## config.mk

```make
export PLATFORM = sky130hd
export DESIGN_NAME = mem_arbiter_burst
export DESIGN_NICKNAME = d
export VERILOG_FILES = /design/src/rtl/mem_arbiter_burst.sv
export SDC_FILE = /design/constraint.sdc
export NUM_CORES = 2
export LEC_CHECK = 0
export CORE_AREA = 5 5 384 386
export DETAILED_ROUTE_END_ITERATION = 6
export DIE_AREA = 0 0 389 391
export MAX_ROUTING_LAYER = met4
export PLACE_DENSITY = 0.5
export SYNTH_ARGS = -nofsm -noshare
export SYNTH_HDL_FRONTEND = slang
export SYNTH_SLANG_ARGS = --single-unit
```

## constraint.sdc

```tcl
create_clock -name clk -period 42.1 [get_ports clk]
set_input_delay 6.315 -clock clk [delete_from_list [all_inputs] [get_ports clk]]
set_output_delay 6.315 -clock clk [all_outputs]
set_load 0.1 [all_outputs]
```

## src/rtl/mem_arbiter_burst.sv

```systemverilog
// mem_arbiter_burst: arbitrates icache/dcache line requests onto one
// 64-bit burst memory port. Each line moves as a BEATS-beat burst, and read
// beats are reassembled into a full line.
// Optional build macro MEM_ARB_ROUND_ROBIN_EN: when both caches request in
// the same IDLE cycle, the cache that did not own the previous transaction
// wins. Without it, dcache always has priority over icache.
module mem_arbiter_burst #(
  parameter int BEATS  = 4,
  parameter int BEAT_W = 64,
  parameter int LINE_W = 256
) (
  input  logic              clk,
  input  logic              rst,
  input  logic              i_read,
  input  logic [31:0]       i_addr,
  output logic [LINE_W-1:0] i_rdata,
  output logic              i_resp,
  input  logic              d_read,
  input  logic              d_write,
  input  logic [31:0]       d_addr,
  input  logic [LINE_W-1:0] d_wdata,
  output logic [LINE_W-1:0] d_rdata,
  output logic              d_resp,
  output logic              mem_read,
  output logic              mem_write,
  output logic [31:0]       mem_addr,
  output logic [BEAT_W-1:0] mem_wdata,
  input  logic [BEAT_W-1:0] mem_rdata,
  input  logic              mem_resp
);

  localparam int CNT_W = (BEATS > 1) ? $clog2(BEATS) : 1;
  localparam int OFF_W = $clog2(LINE_W / 8);

  if (LINE_W != BEATS * BEAT_W) begin : g_bad_cfg
    $error("LINE_W must equal BEATS*BEAT_W");
  end

  typedef enum logic [2:0] {IDLE, I_RD, D_RD, D_WR, DONE} state_t;

  state_t                        state_q, state_d;
  logic [CNT_W-1:0]              cnt_q, cnt_d;
  logic [BEATS-1:0][BEAT_W-1:0]  buf_q, buf_d;
  logic [31:0]                   addr_q, addr_d;
  logic                          rd_q, rd_d, wr_q, wr_d;
  logic                          i_resp_q, i_resp_d, d_resp_q, d_resp_d;
  logic [LINE_W-1:0]             i_rdata_q, i_rdata_d, d_rdata_q, d_rdata_d;
  logic                          d_req, grant_d, last_beat;
`ifdef MEM_ARB_ROUND_ROBIN_EN
  // 1 = dcache owned the previous transaction
  logic                          last_d_q, last_d_d;
`endif

  assign last_beat = (cnt_q == CNT_W'(BEATS - 1));
  assign d_req     = d_read | d_write;

  // Next-state, beat counting, line assembly and response generation
  always_comb begin
    state_d   = state_q;
    cnt_d     = cnt_q;
    buf_d     = buf_q;
    addr_d    = addr_q;
    i_resp_d  = 1'b0;
    d_resp_d  = 1'b0;
    i_rdata_d = i_rdata_q;
    d_rdata_d = d_rdata_q;
    grant_d   = d_req;
`ifdef MEM_ARB_ROUND_ROBIN_EN
    last_d_d  = last_d_q;
    // On a cross-cache collision the previous non-owner wins
    if (d_req && i_read) grant_d = ~last_d_q;
`endif
    unique case (state_q)
      IDLE: begin
        if (grant_d) begin
          addr_d = {d_addr[31:OFF_W], OFF_W'(0)};
          // A write always beats a read from the same cache
          if (d_write) begin
            state_d = D_WR;
            buf_d   = d_wdata;
          end else begin
            state_d = D_RD;
          end
`ifdef MEM_ARB_ROUND_ROBIN_EN
          last_d_d = 1'b1;
`endif
        end else if (i_read) begin
          addr_d  = {i_addr[31:OFF_W], OFF_W'(0)};
          state_d = I_RD;
`ifdef MEM_ARB_ROUND_ROBIN_EN
          last_d_d = 1'b0;
`endif
        end
      end
      I_RD, D_RD: begin
        if (mem_resp) begin
          buf_d[cnt_q] = mem_rdata;
          cnt_d        = last_beat ? '0 : cnt_q + CNT_W'(1);
          if (last_beat) begin
            state_d = DONE;
            // Publish the line together with the response pulse
            if (state_q == I_RD) begin
              i_resp_d  = 1'b1;
              i_rdata_d = buf_d;
            end else begin
              d_resp_d  = 1'b1;
              d_rdata_d = buf_d;
            end
          end
        end
      end
      D_WR: begin
        if (mem_resp) begin
          cnt_d = last_beat ? '0 : cnt_q + CNT_W'(1);
          if (last_beat) begin
            state_d  = DONE;
            d_resp_d = 1'b1;
          end
        end
      end
      DONE:    state_d = IDLE;
      default: state_d = IDLE;
    endcase
    rd_d = (state_d == I_RD) || (state_d == D_RD);
    wr_d = (state_d == D_WR);
  end

  // Registered FSM state and outputs; reset aborts any burst immediately
  always_ff @(posedge clk or posedge rst) begin
    if (rst) begin
      state_q   <= IDLE;
      cnt_q     <= '0;
      buf_q     <= '0;
      addr_q    <= '0;
      rd_q      <= 1'b0;
      wr_q      <= 1'b0;
      i_resp_q  <= 1'b0;
      d_resp_q  <= 1'b0;
      i_rdata_q <= '0;
      d_rdata_q <= '0;
`ifdef MEM_ARB_ROUND_ROBIN_EN
      last_d_q  <= 1'b0;
`endif
    end else begin
      state_q   <= state_d;
      cnt_q     <= cnt_d;
      buf_q     <= buf_d;
      addr_q    <= addr_d;
      rd_q      <= rd_d;
      wr_q      <= wr_d;
      i_resp_q  <= i_resp_d;
      d_resp_q  <= d_resp_d;
      i_rdata_q <= i_rdata_d;
      d_rdata_q <= d_rdata_d;
`ifdef MEM_ARB_ROUND_ROBIN_EN
      last_d_q  <= last_d_d;
`endif
    end
  end

  assign mem_read  = rd_q;
  assign mem_write = wr_q;
  assign mem_addr  = addr_q;
  // Write beat follows the counter directly so a stalled beat stays on the bus
  assign mem_wdata = wr_q ? buf_q[cnt_q] : '0;
  assign i_resp    = i_resp_q;
  assign d_resp    = d_resp_q;
  assign i_rdata   = i_rdata_q;
  assign d_rdata   = d_rdata_q;

endmodule

```

==> reports/metrics.csv <==
metric;value;unit
outcome;complete, no violations;
die_w;389;microns
fillCellCount;14509;
overflow;0;
worst_slew_pin_slew;1197;ps
min_period_over_period;25.10;%
port_buffers;986;
worstSetupStartpointType;register;
drtIter0Drc;2190;
ctsResizeCount;0;
cts-root-buf;clkbuf_16;
synth-edff-count;0;
cp_slowest_cell;clkdlybuf4s50_1;
ys_ff_latch;804;
dieArea;152100;sq um
routed_wl;167600;microns
crit_chain;buf_4 > mux4_2 > and2_1 > clkdlybuf4s50_1;
finalClockSkew;27.18;ps
required;35780;ps
final.setup.tns;0;ps
synth_area_leaders;dfrtp_1 57%, mux2i_1 8.0%, a21oi_1 7.3%;
regArea;20130;sq um
h-tree-depth;3;
rsz0062_at_grt;no;
slew_viol_final;0;
synthFlopType;dfrtp_1;
initial_utilization;24.78;%
ios;1002;
final_common_cell;clkdlybuf4s50_1;
gp_congestion;0.8364;
multi_input_area;13760;sq um
post_cts_buffers;0;
clk_pin_slew;60;ps
antenna_found_initial;46;
final_cell_mix;973 x clkdlybuf4s50_1, 801 x dfrtp_1, 515 x nor2_1, 515 x a21oi_1, 284 x mux2i_1;
first_pass_iters;5;
grt_max_degree;163;
drive_gt1_share;7.645;%
route.detailed.drc;0;
synth_top_cell_area_share;56.71;%
cts.path.max_buffers;3;
vias;29788;
synth_top_cell_by_area;dfrtp_1;
hold_class;reg -> reg;
ys_seq_area_share;56.71;%
grt_pass1_vias;30209;
async_reset_ff_share;100.0;%
clock.fmax;0.09463;GHz
insertion_delay;700;ps
ant_nets;0;
clock-sinks;804;
relSlewSlack;19.98;%
area_delta_synth_final;40.55;%
synth_area_per_cell;11.05;sq um
vias_per_cell;4.942;
arrival;4250;ps
crit_fanout;35;
hold_violations;0;
path_class;reg -> out;
ys_types;34;
core_area;143100;sq um
grt_pass1_wl;234800;microns
die_h;391;microns
period_minus_slack;10570;ps
syn_inst;3209;
nNetsFinal;4397;
row_count;139;
synth.cell_area;35480;sq um
track_usage;21.77;%
endpoint_kind;output pin;
cts_tree;built;
cts_inserted_buffers;96;
yosys_warnings;0;
setup_violations;0;
cpPeakStageDelay;1290;ps
maxCapViolations;0;
cts_hold_buf;0;
wl_per_cell;27.81;microns
hpwl;119200;microns
==> routing by layer <==
layer | routed length (microns) | global-route usage (%)
met4 | 4209 | 6.051
met3 | 13340 | 6.026
met2 | 80870 | 35.11
met5 | 0 | -
met1 | 69190 | 26.94
==> worst max-delay path, delay by kind of cell, from the launching register on <==
kind / cells / cell delay [ps]
buf+inv: 2 / 2100
flops: 1 / 870
mux: 1 / 400
simple gates: 1 / 130
==> cell families after synthesis <==
| group | after synthesis | share of synthesized area (%) |
|---|---|---|
| AO/OA/AOI/OAI | 1066 | 18.70 |
| flip-flops | 804 | 56.71 |
| AND/OR/NAND/NOR | 631 | 7.378 |
| buffers and inverters | 353 | 4.885 |
| multiplexers | 348 | 12.08 |
| adder cells (fa/ha/maj) | 4 | 0.1411 |
| XOR/XNOR | 2 | 0.09173 |
| other | 1 | 0.01057 |
==> cell usage after synthesis, types with 3 or more instances <==
| cell | instances |
|---|---|
| dfrtp_1 | 804 |
| nor2_1 | 516 |
| a21oi_1 | 515 |
| mux2i_1 | 284 |
| a2bb2oi_1 | 257 |
| o22ai_1 | 256 |
| buf_2 | 208 |
| clkbuf_1 | 81 |
| and2_1 | 64 |
| mux4_2 | 64 |
| o21ai_0 | 36 |
| nand2_1 | 32 |
| buf_1 | 30 |
| buf_4 | 19 |
| buf_6 | 10 |
| nor2_4 | 5 |
| ha_1 | 4 |
| inv_1 | 3 |
| nand3_2 | 3 |
==> path summary, 6_finish.rpt <==
kind | end | cells after the start | slack [ps] | from
worst max-delay path | mem_wdata[16] | 4 | 31530 | cnt_q[1]$_DFFE_PP0P_
worst min-delay path | mem_addr[12]$_DFFE_PP0P_ | 2 | 480 | mem_addr[12]$_DFFE_PP0P_
worst max register to register | d_rdata[206]$_DFFE_PP0P_ | 9 | 37270 | cnt_q[0]$_DFFE_PP0P_
worst min register to register | mem_addr[12]$_DFFE_PP0P_ | 2 | 480 | mem_addr[12]$_DFFE_PP0P_
max in group asynchronous | i_rdata[161]$_DFFE_PP0P_ | 6 | 32150 | rst
min in group asynchronous | i_rdata[201]$_DFFE_PP0P_ | 2 | 6090 | rst
==> sequential cells by signal (all words and copies together) (netlist names) <==
register and flops:
d_rdata 256, state_q 3, d_resp 1, mem_addr 27, cnt_q 2, mem_write 1, mem_read 1, i_rdata 256
buf_q 256, i_resp 1
==> cell type report <==
type	count	area share, %
Inverter	4	0.04517
Clock buffer	144	5.704
Sequential cell	804	40.37
Clock inverter	32	0.6776
Timing Repair Buffer	1041	20.61
Multi-Input combinational cell	2056	27.59
Antenna cell	44	0.2208
Tap cell	1903	4.776
==> metrics by stage <==
stage	setup WS, ps	instances	hold WS [ps]	area, sq um	util (%)
after floorplan	13210	3213	520.2	35490	-
after global placement	31190	5808	465.8	46570	32.53
after detailed placement	31200	5808	469.2	46570	32.53
after CTS	31410	5984	482.6	49750	34.76
after global routing	31390	6022	500.6	49840	34.82
final	31530	6028	477.7	49860	34.83
Power is not shown: default switching activity piles up to over one toggle a cycle in this logic, so the estimate is an artifact.
